$ cat src/rtl/feature_cache_reader_pkg.sv
// Shared constants, state encoding and cache-port structs for the feature
// cache read client.
package feature_cache_reader_pkg;

   // Cache geometry; WORDS need not be a power of two.
   localparam int ADDR_WIDTH        = 4;
   localparam int WORD_SIZE         = 8;
   localparam int WORDS             = 16;
   localparam int LEN_WIDTH         = ADDR_WIDTH + 1;

   // Output buffering between the cache and the consumer.
   localparam int READER_FIFO_DEPTH = 2;
   localparam int OCC_WIDTH         = 2;

   typedef enum logic [1:0] {
      IDLE  = 2'd0,
      FETCH = 2'd1,
      DRAIN = 2'd2
   } reader_state_t;

   // Read-address side of the cache port.
   typedef struct packed {
      logic [ADDR_WIDTH-1:0] raddr;
   } struct_featureCache_Read_In;

   // Read-data side of the cache port, valid one cycle after raddr.
   typedef struct packed {
      logic [WORD_SIZE-1:0] q;
   } struct_featureCache_Read_Out;

   // Burst request bundle for upstream clients.
   typedef struct packed {
      logic [ADDR_WIDTH-1:0] base;
      logic [LEN_WIDTH-1:0]  len;
   } struct_featureCacheReader_Req;

   // Next cache address, wrapping at the last word rather than at 2**ADDR_WIDTH.
   function automatic logic [ADDR_WIDTH-1:0] next_addr(input logic [ADDR_WIDTH-1:0] addr);
      logic [ADDR_WIDTH-1:0] nxt;
      if (addr == ADDR_WIDTH'(WORDS - 1)) begin
         nxt = {ADDR_WIDTH{1'b0}};
      end else begin
         nxt = addr + ADDR_WIDTH'(1);
      end
      return nxt;
   endfunction

endpackage

$ cat src/rtl/feature_cache_reader_if.sv
// Request handshake and output stream of the feature cache reader.
interface feature_cache_reader_if;
   import feature_cache_reader_pkg::*;

   logic                  req_valid;
   logic                  req_ready;
   logic [ADDR_WIDTH-1:0] req_base;
   logic [LEN_WIDTH-1:0]  req_len;

   logic                  out_valid;
   logic                  out_ready;
   logic [WORD_SIZE-1:0]  out_data;
   logic                  out_last;

   // Reader side: accepts requests, produces the word stream.
   modport slave (
      input  req_valid, req_base, req_len, out_ready,
      output req_ready, out_valid, out_data, out_last
   );

   // Client side: issues requests, consumes the word stream.
   modport master (
      output req_valid, req_base, req_len, out_ready,
      input  req_ready, out_valid, out_data, out_last
   );
endinterface

$ cat src/rtl/feature_cache_reader_skid_fifo.sv
// Two-entry register FIFO that absorbs the cache read latency so the output
// stream can stall without losing the word already in flight.
module fcr_skid_fifo
   import feature_cache_reader_pkg::*;
(
   input  logic                 clk,
   input  logic                 rst_n,
   input  logic                 push_i,
   input  logic [WORD_SIZE-1:0] push_data_i,
   input  logic                 pop_i,
   output logic [OCC_WIDTH-1:0] occ_o,
   output logic [WORD_SIZE-1:0] head_o
);

   logic [WORD_SIZE-1:0] ent0_q, ent0_d;
   logic [WORD_SIZE-1:0] ent1_q, ent1_d;
   logic [OCC_WIDTH-1:0] occ_q, occ_d;

   // Entry 0 is always the head; a pop shifts entry 1 down.
   always_comb begin
      ent0_d = ent0_q;
      ent1_d = ent1_q;
      occ_d  = occ_q;
      case ({push_i, pop_i})
         2'b10: begin
            case (occ_q)
               2'd0: begin
                  ent0_d = push_data_i;
                  occ_d  = 2'd1;
               end
               2'd1: begin
                  ent1_d = push_data_i;
                  occ_d  = 2'd2;
               end
               default: begin
                  occ_d = occ_q;
               end
            endcase
         end
         2'b01: begin
            case (occ_q)
               2'd1: begin
                  occ_d = 2'd0;
               end
               2'd2: begin
                  ent0_d = ent1_q;
                  occ_d  = 2'd1;
               end
               default: begin
                  occ_d = occ_q;
               end
            endcase
         end
         2'b11: begin
            case (occ_q)
               2'd0: begin
                  ent0_d = push_data_i;
                  occ_d  = 2'd1;
               end
               2'd1: begin
                  ent0_d = push_data_i;
                  occ_d  = 2'd1;
               end
               2'd2: begin
                  ent0_d = ent1_q;
                  ent1_d = push_data_i;
                  occ_d  = 2'd2;
               end
               default: begin
                  occ_d = occ_q;
               end
            endcase
         end
         default: begin
            occ_d = occ_q;
         end
      endcase
   end

   // Storage and occupancy registers, cleared asynchronously.
   always_ff @(posedge clk or negedge rst_n) begin
      if (!rst_n) begin
         ent0_q <= {WORD_SIZE{1'b0}};
         ent1_q <= {WORD_SIZE{1'b0}};
         occ_q  <= {OCC_WIDTH{1'b0}};
      end else begin
         ent0_q <= ent0_d;
         ent1_q <= ent1_d;
         occ_q  <= occ_d;
      end
   end

   assign occ_o  = occ_q;
   assign head_o = ent0_q;

endmodule

$ cat src/rtl/feature_cache_reader.sv
// Burst read client of the feature cache: walks the read port one word per
// cycle and presents the returned words as a valid/ready stream with last.
module feature_cache_reader
   import feature_cache_reader_pkg::*;
(
   input  logic                        clk,
   input  logic                        rst_n,
   feature_cache_reader_if.slave       bus,
   output struct_featureCache_Read_In  fcr_in,
   input  struct_featureCache_Read_Out fcr_out,
   output logic                        busy
);

   reader_state_t         state_q, state_d;
   logic [ADDR_WIDTH-1:0] addr_q, addr_d;
   logic [LEN_WIDTH-1:0]  issue_cnt_q, issue_cnt_d;
   logic [LEN_WIDTH-1:0]  pop_cnt_q, pop_cnt_d;
   logic                  inflight_q, inflight_d;

   logic [OCC_WIDTH-1:0]  fifo_occ_s;
   logic [WORD_SIZE-1:0]  fifo_head_s;
   logic                  out_valid_s;
   logic                  pop_s;
   logic                  issue_s;
   logic                  room_s;
   logic                  req_hs_s;

   assign out_valid_s = (fifo_occ_s != {OCC_WIDTH{1'b0}});
   assign pop_s       = out_valid_s && bus.out_ready;
   assign req_hs_s    = bus.req_valid && (state_q == IDLE);

   // Words already buffered or about to land, net of this cycle's pop, must
   // leave a slot free so an issued read can never overflow the FIFO.
   assign room_s = (({1'b0, fifo_occ_s} + {2'b00, inflight_q})
                    < (3'(READER_FIFO_DEPTH) + {2'b00, pop_s}));

   // Next-state logic: request capture, read issue and burst completion.
   always_comb begin
      state_d     = state_q;
      addr_d      = addr_q;
      issue_cnt_d = issue_cnt_q;
      pop_cnt_d   = pop_cnt_q;
      issue_s     = 1'b0;

      if (pop_s) begin
         pop_cnt_d = pop_cnt_q - LEN_WIDTH'(1);
      end else begin
         pop_cnt_d = pop_cnt_q;
      end

      case (state_q)
         IDLE: begin
            if (req_hs_s && (bus.req_len != {LEN_WIDTH{1'b0}})) begin
               state_d     = FETCH;
               addr_d      = bus.req_base;
               issue_cnt_d = bus.req_len;
               pop_cnt_d   = bus.req_len;
            end else begin
               // A zero-length request completes here with no reads.
               state_d = IDLE;
            end
         end
         FETCH: begin
            if (room_s) begin
               issue_s     = 1'b1;
               addr_d      = next_addr(addr_q);
               issue_cnt_d = issue_cnt_q - LEN_WIDTH'(1);
               if (issue_cnt_q == LEN_WIDTH'(1)) begin
                  state_d = DRAIN;
               end else begin
                  state_d = FETCH;
               end
            end else begin
               state_d = FETCH;
            end
         end
         DRAIN: begin
            if (pop_s && (pop_cnt_q == LEN_WIDTH'(1))) begin
               state_d = IDLE;
            end else begin
               state_d = DRAIN;
            end
         end
         default: begin
            state_d = IDLE;
         end
      endcase

      inflight_d = issue_s;
   end

   // Burst control registers; reset discards any in-flight read.
   always_ff @(posedge clk or negedge rst_n) begin
      if (!rst_n) begin
         state_q     <= IDLE;
         addr_q      <= {ADDR_WIDTH{1'b0}};
         issue_cnt_q <= {LEN_WIDTH{1'b0}};
         pop_cnt_q   <= {LEN_WIDTH{1'b0}};
         inflight_q  <= 1'b0;
      end else begin
         state_q     <= state_d;
         addr_q      <= addr_d;
         issue_cnt_q <= issue_cnt_d;
         pop_cnt_q   <= pop_cnt_d;
         inflight_q  <= inflight_d;
      end
   end

   // Cache data is only meaningful the cycle after an issued read.
   fcr_skid_fifo u_fifo (
      .clk         (clk),
      .rst_n       (rst_n),
      .push_i      (inflight_q),
      .push_data_i (fcr_out.q),
      .pop_i       (pop_s),
      .occ_o       (fifo_occ_s),
      .head_o      (fifo_head_s)
   );

   assign fcr_in.raddr  = addr_q;
   assign bus.req_ready = (state_q == IDLE);
   assign bus.out_valid = out_valid_s;
   assign bus.out_data  = fifo_head_s;
   assign bus.out_last  = out_valid_s && (pop_cnt_q == LEN_WIDTH'(1));
   assign busy          = (state_q != IDLE);

endmodule

$ cat src/flat_wrapper.sv
// flat-port wrapper written by rule: the top's interface ports become plain ports
module feature_cache_reader_flat import feature_cache_reader_pkg::*;
  (clk, rst_n, fcr_in, fcr_out, busy, bus_req_valid, bus_req_base, bus_req_len, bus_out_ready, bus_req_ready, bus_out_valid, bus_out_data, bus_out_last);
  feature_cache_reader_if bus_i ();
  input  logic clk;
  input  logic rst_n;
  output struct_featureCache_Read_In fcr_in;
  input  struct_featureCache_Read_Out fcr_out;
  output logic busy;
  input wire logic [$bits(bus_i.req_valid)-1:0] bus_req_valid;
  input wire logic [$bits(bus_i.req_base)-1:0] bus_req_base;
  input wire logic [$bits(bus_i.req_len)-1:0] bus_req_len;
  input wire logic [$bits(bus_i.out_ready)-1:0] bus_out_ready;
  output wire logic [$bits(bus_i.req_ready)-1:0] bus_req_ready;
  output wire logic [$bits(bus_i.out_valid)-1:0] bus_out_valid;
  output wire logic [$bits(bus_i.out_data)-1:0] bus_out_data;
  output wire logic [$bits(bus_i.out_last)-1:0] bus_out_last;
  assign bus_i.req_valid = bus_req_valid;
  assign bus_i.req_base = bus_req_base;
  assign bus_i.req_len = bus_req_len;
  assign bus_i.out_ready = bus_out_ready;
  assign bus_req_ready = bus_i.req_ready;
  assign bus_out_valid = bus_i.out_valid;
  assign bus_out_data = bus_i.out_data;
  assign bus_out_last = bus_i.out_last;
  feature_cache_reader u_core (.clk(clk), .rst_n(rst_n), .bus(bus_i), .fcr_in(fcr_in), .fcr_out(fcr_out), .busy(busy));
endmodule
$ cat config.mk
export PLATFORM = sky130hd
export DESIGN_NAME = feature_cache_reader_flat
export DESIGN_NICKNAME = d
export VERILOG_FILES = /design/src/rtl/feature_cache_reader_pkg.sv /design/src/rtl/feature_cache_reader_if.sv /design/src/rtl/feature_cache_reader_skid_fifo.sv /design/src/rtl/feature_cache_reader.sv /design/src/flat_wrapper.sv
export SDC_FILE = /design/constraint.sdc
export NUM_CORES = 1
export LEC_CHECK = 0
export CAP_MARGIN = 20
export CORE_UTILIZATION = 40
export CTS_BUF_LIST = sky130_fd_sc_hd__clkbuf_8
export CTS_CLUSTER_DIAMETER = 40
export DETAILED_ROUTE_END_ITERATION = 10
export GPL_TIMING_DRIVEN = 0
export PLACE_DENSITY = 0.71
export SYNTH_ARGS = -nofsm -noshare
export SYNTH_HDL_FRONTEND = slang
export SYNTH_SLANG_ARGS = --single-unit
$ cat constraint.sdc
create_clock -name clk -period 4 [get_ports clk]
set_clock_uncertainty 0.1 [all_clocks]
set_input_delay 0.6 -clock clk [delete_from_list [all_inputs] [get_ports clk]]
set_output_delay 0.6 -clock clk [all_outputs]
set_load 0.01 [all_outputs]
After elaboration in Yosys (flattened, before gate mapping)
Cells that the tools add are included.
- input port bits: 21
- word-level logic and storage cells: 79
- RAM bits: 0
- memories kept: 0
- register bits after elaboration: 35
- bits in read-only memories: 0
- bits in latches: 0
- output and inout port bits: 16
- shifts and indexed selects: 0
- order comparisons: 1
- multiply operators: 0
- add/sub/neg operators: 5
- equal/unequal tests: 19
- multiplexer cells: 28
- bitwise gates (word level): 0
- reduce and logical (&&, ||, !) cells: 18
- div/mod/pow operators: 0
- operator list (kind ; number):
    8-bit 2-to-1 mux ; 4
    8-bit one-hot mux with 2 select lines ; 2
    5-bit 2-to-1 mux ; 5
    8-bit one-hot mux with 3 select lines ; 1
    4-bit 2-to-1 mux ; 3
    2-bit one-hot mux with 2 select lines ; 3
    2-bit one-hot mux with 3 select lines ; 2
    5-bit by 1-bit == test with 1-bit output (second input constant) ; 2
    5-bit one-hot mux with 2 select lines ; 1
    5-bit by 1-bit subtractor with 5-bit output (second input constant) ; 2
    3-bit != test (second input constant) ; 3
    2-bit == test (second input constant) ; 4
    2-bit != test (second input constant) ; 4
    4-bit one-hot mux with 2 select lines ; 1
    4-bit AND reduction ; 2
    2-bit nonzero test ; 4
    2-bit by 1-bit == test with 1-bit output (second input constant) ; 3
    2-bit 2-to-1 mux ; 3
    3-bit AND reduction ; 2
    1-bit logical AND ; 5
    5-bit nonzero test ; 1
    4-bit by 1-bit adder with 4-bit output (second input constant) ; 1
    4-bit == test (second input constant) ; 1
    2-bit logical NOT ; 2
    7 further kinds ; 10

Depth between registers and ports, before layout
Gate-level depths: netlist of run 1.
- word-level depth: 6
- mapped depth: 7
- gate-level depth less buffers: 6

By module
A second synthesis of run 1 with hierarchy kept.
- cell total of the unflattened synthesis: 189
- area total of the unflattened synthesis: 2044.5 um^2
- modules (own cells, without submodules) (module ; area each (um^2) ; cells an instance ; times used ; sequential area each (um^2)):
    feature_cache_reader ; 1038.5 ; 117 ; 1 ; 425.4
    fcr_skid_fifo ; 1006.0 ; 72 ; 1 ; 450.4

Worst setup path after synthesis of run 1
Ideal clock, no wire load.
- kind: reg2reg
- from: reg u_core.u_fifo.occ_q[0], in the netlist u_core.u_fifo.occ_o[0]
- to: reg u_core.u_fifo.ent0_q[0], in the netlist u_core.u_fifo.head_o[0]
- cell stages (with the launch flop): 8
- library setup time: 0.125 ns
- clock period less this slack: 2.015 ns
- path buffers: 1
- arrival: 1.790 ns
- required time: 3.775 ns
- slack: 1.985 ns
- cells stage by stage: dfrtp_1 inv_1 ha_1 nor2b_2 o21a_1 buf_6 mux2_2 mux2_2
- longest elaborated chain between the ends: 5
- elaborated cells on any way between the ends: 16
- those cells by class: 8 x eq/ne; 2 x mux; 6 x reduce/logical
- RTL lines (item ; line ; source):
    start, declared ; feature_cache_reader_skid_fifo.sv:17 ; logic [OCC_WIDTH-1:0] occ_q, occ_d;
    start signal, assigned ; feature_cache_reader_skid_fifo.sv:85 ; occ_q <= {OCC_WIDTH{1'b0}};
    2-bit nonzero test ; feature_cache_reader.sv:28 ; assign out_valid_s = (fifo_occ_s != {OCC_WIDTH{1'b0}});
    1-bit logical AND ; feature_cache_reader.sv:29 ; assign pop_s = out_valid_s && bus.out_ready;
    2-bit == test or 2-bit by 1-bit == test with 1-bit output (tied branches) ; feature_cache_reader_skid_fifo.sv:24 ; case ({push_i, pop_i})
    3-bit != test (no line), or another cell as far along ; - ;
    4-bit AND reduction (no line) ; - ;
    end signal, assigned ; feature_cache_reader_skid_fifo.sv:83 ; ent0_q <= {WORD_SIZE{1'b0}};
    end signal, assigned ; feature_cache_reader_skid_fifo.sv:87 ; ent0_q <= ent0_d;
    end, declared ; feature_cache_reader_skid_fifo.sv:15 ; logic [WORD_SIZE-1:0] ent0_q, ent0_d;
Parallel ways exist; a longest one is shown, timed or not.
A chain may end at the register's enable or synchronous reset.

Worst setup path after layout of run 1
- from: reg u_core.u_fifo.occ_q[0], in the netlist u_core.u_fifo.occ_o[0]
- to: out bus_out_last
- longest elaborated chain between the ends: 2
- RTL lines (item ; line ; source):
    2-bit nonzero test ; feature_cache_reader.sv:28 ;
    1-bit logical AND ; feature_cache_reader.sv:124 ; assign bus.out_last = out_valid_s && (pop_cnt_q == LEN_WIDTH'(1));
    end, declared ; flat_wrapper.sv:17 ; output wire logic [$bits(bus_i.out_last)-1:0] bus_out_last;
No other way between the ends.

==> flow_summary.yaml, run 1 <==
power:
  vdd.ir_drop.worst_mv: 0.442
  p_per_area_mw_per_mm2: 833
  power.leakage_nw: 1.05
  post-layout-total-power_w: 0.00209
global_route:
  grt_pass1_vias: 1478
  initial_antenna_violation_count: 0
  grt_start_max_net_pins: 36
  grt_util_all_layers: 0.163
  grt_remaining_overflow: 0
  grt_pass1_wl_um: 6680
logic_synthesis:
  synth_adder_area_share: 0.0693
  ys_ff_latch: 35
  synth_fp_nets: 211
  synth_instances: 179
  synth-xor-area-share: 0.0176
  synth_area_per_cell_um2: 11.1
  synthMuxAreaShare: 0.171
  synth.yosys.seq_area_share: 0.441
  yosysUniqueCellTypes: 40
  async_flop_share: 1.00
  combinational_family_with_the_most_area_after_synthesis: "multiplexers"
  synth_enable_flop_cells: 0
  netlist_area_mm2: 0.00199
  yosysWarningCount: 0
  yosys_most_used_dff: "sky130_fd_sc_hd__dfrtp_1"
  synthSimpleGateAreaFrac: 0.123
  synth_compound_gate_area_share: 0.138
clock_network:
  post-cts-setup-buffer-count: 0
  clk_latency_ps: 280
  cts_max_path_buffers: 2
  clock_tree.htree_level_count: 2
  clkSinkCount: 35
  hold_bufs_inserted_after_cts: 0
  clock_slew_at_the_register_clock_pins_of_the_worst_setup_and_hold_paths_ps: 70
  clock_root_buffer_master: "sky130_fd_sc_hd__clkbuf_8"
  cts-buffers-inserted: 5
  cts_tree: "yes"
  post_cts.resized_instances: 0
cells_and_area:
  fillcell_total: 436
  final_layout_size_suffix_gt1_frac: 0.211
  stdcell_count: 290
  antenna_cells: 0
  final_cell_mix: "35 x sky130_fd_sc_hd__clkdlybuf4s50_1, 35 x sky130_fd_sc_hd__dfrtp_1, 27 x sky130_fd_sc_hd__mux2_2"
  finalNetCount: 254
  area_delta_synth_final_pct: 26.4
routing:
  antenna_nets_post_route: 0
  routed_wl_um: 3800
  via_count: 1457
  detail_route.vias_per_cell: 5.02
  routed_wire_length_per_instance_um: 13.1
  drc: 0
  detailedRoute.firstPassIterationCount: 4
  drt_first_iter_violations: 66
outcome:
  run_status: "finished clean"
critical_path:
  critical_path.cell_chain: "inv_1 > ha_1 > nor4bb_1 > clkdlybuf4s50_1"
  critical_path.max_fanout: 7
  worstSetupStartpointType: "flip-flop"
  critPathMaxStageDelay_ps: 580
  critPathRequiredTime_ps: 3300
  cp_data_arrival_time_ps: 1970
  path_delay_family: "buffers and inverters"
  cp_slowest_cell: "sky130_fd_sc_hd__clkdlybuf4s50_1"
  cp.buffers_inverters: 2
  end_kind: "output pin"
  timing.reg2reg.setup_slack_ps: 1750
  path_class: "reg2out"
floorplanning:
  core_mm2: 0.00475
  floorplan.initialDensity: 0.418
  placementRows: 25
  design.portCount: 37
  die_h_um: 72.5
  design.die.area_mm2: 0.00525
  floorplan.die.width_um: 72.5
placement:
  hpwlAfterDp_um: 2770
  port_buffers: 36
  dp_slack_ps: 1410
  placedCellCount: 282
  gpl.final_weighted_congestion: 0.767
sta:
  relSlewSlack: 0.504
  rsz_0062_raised_after_global_routing: "false"
  fin_hold_ws_ps: 280
  final-max-slew-violation-count: 0
  setup-violations-final: 0
  min_period_ps: 2670
  hold_violations: 0
  tcrit_tclk_final: 0.669
  max_freq_ghz: 0.374
  actual_transition_at_the_worst_max_transition_pin_ps: 744
  layout_setup_ws_ps: 1330
  setup_tns_ps: 0
min_path:
  worstHoldPathType: "in2async"
flow_run:
  cap_viol_max_count: 0
-- registers in the layout, indices dropped and copies added (netlist names) --
signal and cells:
u_core.u_fifo.ent1_q 8, u_core.fcr_in 4, u_core.u_fifo.occ_o 2, u_core.u_fifo.head_o 8, u_core.state_q 2, u_core.pop_cnt_q 5
u_core.issue_cnt_q 5, u_core.inflight_q 1
-- cells in the mapped netlist, types with 2 or more instances --
| master | n | area (um^2) |
|---|---|---|
| sky130_fd_sc_hd__o21ai_0 | 5 | 25.0 |
| sky130_fd_sc_hd__o21a_1 | 2 | 15.0 |
| sky130_fd_sc_hd__buf_4 | 2 | 15.0 |
| sky130_fd_sc_hd__dfrtp_1 | 35 | 876 |
| sky130_fd_sc_hd__nor3b_1 | 3 | 22.5 |
| sky130_fd_sc_hd__nand2b_1 | 2 | 12.5 |
| sky130_fd_sc_hd__o2bb2ai_1 | 5 | 43.8 |
| sky130_fd_sc_hd__nand2_1 | 12 | 45.0 |
| sky130_fd_sc_hd__nor3_1 | 4 | 20.0 |
| sky130_fd_sc_hd__nand3_1 | 3 | 15.0 |
| sky130_fd_sc_hd__o22ai_1 | 7 | 43.8 |
| sky130_fd_sc_hd__nor2_1 | 8 | 30.0 |
| sky130_fd_sc_hd__a21oi_4 | 2 | 32.5 |
| sky130_fd_sc_hd__inv_1 | 12 | 45.0 |
| sky130_fd_sc_hd__a21oi_1 | 12 | 60.1 |
| sky130_fd_sc_hd__nor2b_1 | 2 | 12.5 |
| sky130_fd_sc_hd__ha_1 | 11 | 138 |
| sky130_fd_sc_hd__xor2_1 | 3 | 26.3 |
| sky130_fd_sc_hd__mux2_2 | 27 | 304 |
| sky130_fd_sc_hd__mux2i_1 | 2 | 20.0 |
-- kinds of logic after synthesis --
family,Yosys count
simple gates,43
compound gates,39
flops,35
mux,30
buf+inv,17
fa+ha+maj,11
xor+xnor,4
-- worst paths after layout --
path                                                    start                                  end  depth (start not counted)
max in group asynchronous                               rst_n    u_core.issue_cnt_q[3]$_DFFE_PN0P_                          1
min in group clk            u_core.issue_cnt_q[4]$_DFFE_PN0P_    u_core.issue_cnt_q[4]$_DFFE_PN0P_                          1
max reg2reg                u_core.u_fifo.occ_o[0]$_DFFE_PN0P_  u_core.u_fifo.head_o[4]$_DFFE_PN0P_                          7
min                                                     rst_n  u_core.u_fifo.head_o[0]$_DFFE_PN0P_                          1
max                        u_core.u_fifo.occ_o[0]$_DFFE_PN0P_                         bus_out_last                          4
min reg2reg                 u_core.issue_cnt_q[4]$_DFFE_PN0P_    u_core.issue_cnt_q[4]$_DFFE_PN0P_                          1
-- metrics by stage --
stage / utilization / cell area, um^2
2_1_floorplan: - / 1990
3_3_place_gp: 0.511 / 2430
3_5_place_dp: 0.510 / 2430
4_1_cts: 0.528 / 2510
5_1_grt: 0.528 / 2510
6_report: 0.528 / 2510
-- power breakdown --
| group | total (W) | internal, W | leakage (nW) | switching (W) |
|---|---|---|---|---|
| registers | 0.000679 | 0.000540 | 0.421 | 0.000139 |
| logic | 0.00117 | 0.000628 | 0.588 | 0.000544 |
| clock network | 0.000240 | 0.000119 | 0.0453 | 0.000121 |
-- cell type report --
type / instances / area (um^2) / share of cell area
Clock buffer: 5 / 68.8 / 0.0274
Sequential cell: 35 / 876 / 0.349
Inverter: 12 / 45.0 / 0.0179
Tap cell: 67 / 83.8 / 0.0334
Multi-Input combinational cell: 127 / 1030 / 0.411
Clock inverter: 3 / 16.3 / 0.00648
Timing Repair Buffer: 36 / 355 / 0.142
Buffer: 5 / 35.0 / 0.0140
-- layer usage --
layer	part of all wire	wire length (um)	up-vias	track usage
met5	0	0	-	0
met4	0.0060	23	0	0.0741
met3	0.032	120	2	0.0208
met2	0.48	1820	29	0.254
met1	0.48	1840	692	0.226
li1	-	-	734	-
(Power assumes the default switching activity.)
==> run 2: changes to the inputs <==
==> constraint.sdc (replaced) <==
create_clock -name clk -period 2.6 [get_ports clk]
set_clock_uncertainty 0.1 [all_clocks]
set_input_delay 0.39 -clock clk [delete_from_list [all_inputs] [get_ports clk]]
set_output_delay 0.39 -clock clk [all_outputs]
set_load 0.01 [all_outputs]
==> flow_summary.yaml, run 2 (same netlist as run 1, synthesis figures left out) <==
critical_path:
  path_class: "reg2reg"
  worstSetupStartpointType: "flip-flop"
  critPathRequiredTime_ps: 2670
  timing.reg2reg.setup_slack_ps: 350
  cp_data_arrival_time_ps: 2310
  critical_path.max_fanout: 9
  end_kind: "flip-flop"
sta:
  rsz_0062_raised_after_global_routing: "false"
  setup_tns_ps: 0
  setup-violations-final: 0
  actual_transition_at_the_worst_max_transition_pin_ps: 744
  max_freq_ghz: 0.445
  min_period_ps: 2250
  hold_violations: 0
  tcrit_tclk_final: 0.864
  final-max-slew-violation-count: 0
  relSlewSlack: 0.504
  layout_setup_ws_ps: 355
outcome:
  run_status: "finished clean"
cells_and_area:
  final_layout_size_suffix_gt1_frac: 0.211
  antenna_cells: 0
  stdcell_count: 290
  design_area_mm2: 0.00251
  finalNetCount: 254
  area_delta_synth_final_pct: 26.5
  mostFrequentLayoutCell: "sky130_fd_sc_hd__dfrtp_1"
  final_cell_mix: "35 x sky130_fd_sc_hd__dfrtp_1, 34 x sky130_fd_sc_hd__clkdlybuf4s50_1, 27 x sky130_fd_sc_hd__mux2_2"
routing:
  antenna_nets_post_route: 0
  drc: 0
  routed_wl_um: 3800
  via_count: 1456
  routed_wire_length_per_instance_um: 13.1
  detail_route.vias_per_cell: 5.02
  detailedRoute.firstPassIterationCount: 4
  drt_first_iter_violations: 66
clock_network:
  clock_slew_at_the_register_clock_pins_of_the_worst_setup_and_hold_paths_ps: 70
  hold_bufs_inserted_after_cts: 0
  clock_root_buffer_master: "sky130_fd_sc_hd__clkbuf_8"
  clock_tree.htree_level_count: 2
  clkSinkCount: 35
  cts_max_path_buffers: 2
  cts_tree: "yes"
  post-cts-setup-buffer-count: 0
  cts-buffers-inserted: 5
  clk_latency_ps: 280
global_route:
  initial_antenna_violation_count: 0
  grt_remaining_overflow: 0
  grt_pass1_wl_um: 6680
  grt_start_max_net_pins: 36
  grt_util_all_layers: 0.163
  grt_pass1_vias: 1478
placement:
  hpwlAfterDp_um: 2770
  placedCellCount: 282
  port_buffers: 36
  dp_slack_ps: 217
  postPlaceCellArea_mm2: 0.00243
  gpl.final_weighted_congestion: 0.767
floorplanning:
  design.die.area_mm2: 0.00525
  die_h_um: 72.5
  design.portCount: 37
  floorplan.die.width_um: 72.5
  placementRows: 25
  core_mm2: 0.00475
  floorplan.initialDensity: 0.418
power:
  post-layout-total-power_w: 0.00322
  vdd.ir_drop.worst_mv: 0.680
  p_per_area_mw_per_mm2: 1280
  power.leakage_nw: 1.07
flow_run:
  cap_viol_max_count: 0
min_path:
  worstHoldPathType: "in2async"
run 2: critical path: stages (launching register included):
cell and delay [ps]:
sky130_fd_sc_hd__dfrtp_1 430, sky130_fd_sc_hd__inv_1 90, sky130_fd_sc_hd__ha_1 300, sky130_fd_sc_hd__nor2b_2 280
sky130_fd_sc_hd__o21a_1 180, sky130_fd_sc_hd__buf_6 150, sky130_fd_sc_hd__mux2_2 340, sky130_fd_sc_hd__mux2_2 260
run 2: where the power goes:
part	leakage, nW	switching [W]	internal, W
clock	0.0453	0.000187	0.000183
sequential	0.421	0.000213	0.000831
combinational	0.606	0.000837	0.000965
run 2: cell type report:
| class | instances | area [um^2] |
|---|---|---|
| Buffer | 5 | 35.0 |
| Timing Repair Buffer | 36 | 358 |
| Clock buffer | 5 | 68.8 |
| Fill cell | 436 | 2240 |
| Sequential cell | 35 | 876 |
| Inverter | 12 | 45.0 |
| Clock inverter | 3 | 16.3 |
| Multi-Input combinational cell | 127 | 1030 |
| Tap cell | 67 | 83.8 |
run 2: stage by stage:
stage | hold slack [ps] | util
2_1_floorplan | -5.59 | -
3_3_place_gp | 375 | 0.511
3_5_place_dp | 379 | 0.510
4_1_cts | 104 | 0.528
5_1_grt | 146 | 0.529
6_report | 69.6 | 0.529
run 2: repair_timing:
action / CTS / global route
setup endpoints to repair: 0 / 1
endpoints found under the hold margin: 0 / 0
resized for setup: 0 / 1
run 2: final timing paths:
path                                                       end  cells past startpoint                          startpoint
max                        u_core.u_fifo.head_o[4]$_DFFE_PN0P_                      7  u_core.u_fifo.occ_o[0]$_DFFE_PN0P_
min reg2reg                  u_core.issue_cnt_q[4]$_DFFE_PN0P_                      1   u_core.issue_cnt_q[4]$_DFFE_PN0P_
min in group clk             u_core.issue_cnt_q[4]$_DFFE_PN0P_                      1   u_core.issue_cnt_q[4]$_DFFE_PN0P_
max reg2reg                u_core.u_fifo.head_o[4]$_DFFE_PN0P_                      7  u_core.u_fifo.occ_o[0]$_DFFE_PN0P_
min                        u_core.u_fifo.head_o[0]$_DFFE_PN0P_                      1                               rst_n
max in group asynchronous    u_core.issue_cnt_q[3]$_DFFE_PN0P_                      1                               rst_n
run 2: layer usage:
layer,part of all wire,up-vias,track usage
met5,0,-,0
met4,0.0061,0,0.0741
met3,0.030,2,0.0208
met2,0.48,28,0.254
met1,0.49,692,0.226
li1,-,734,-
==> run 3: changes to the inputs <==
--- a/config.mk
+++ b/config.mk
@@ -8,7 +8,7 @@
 export CAP_MARGIN = 20
 export CORE_UTILIZATION = 40
 export CTS_BUF_LIST = sky130_fd_sc_hd__clkbuf_8
-export CTS_CLUSTER_DIAMETER = 40
+export CTS_CLUSTER_DIAMETER = 30
 export DETAILED_ROUTE_END_ITERATION = 10
 export GPL_TIMING_DRIVEN = 0
 export PLACE_DENSITY = 0.71
==> results of run 3 <==
Same layout as run 2: the final DEF is identical, and so are final timing and power.
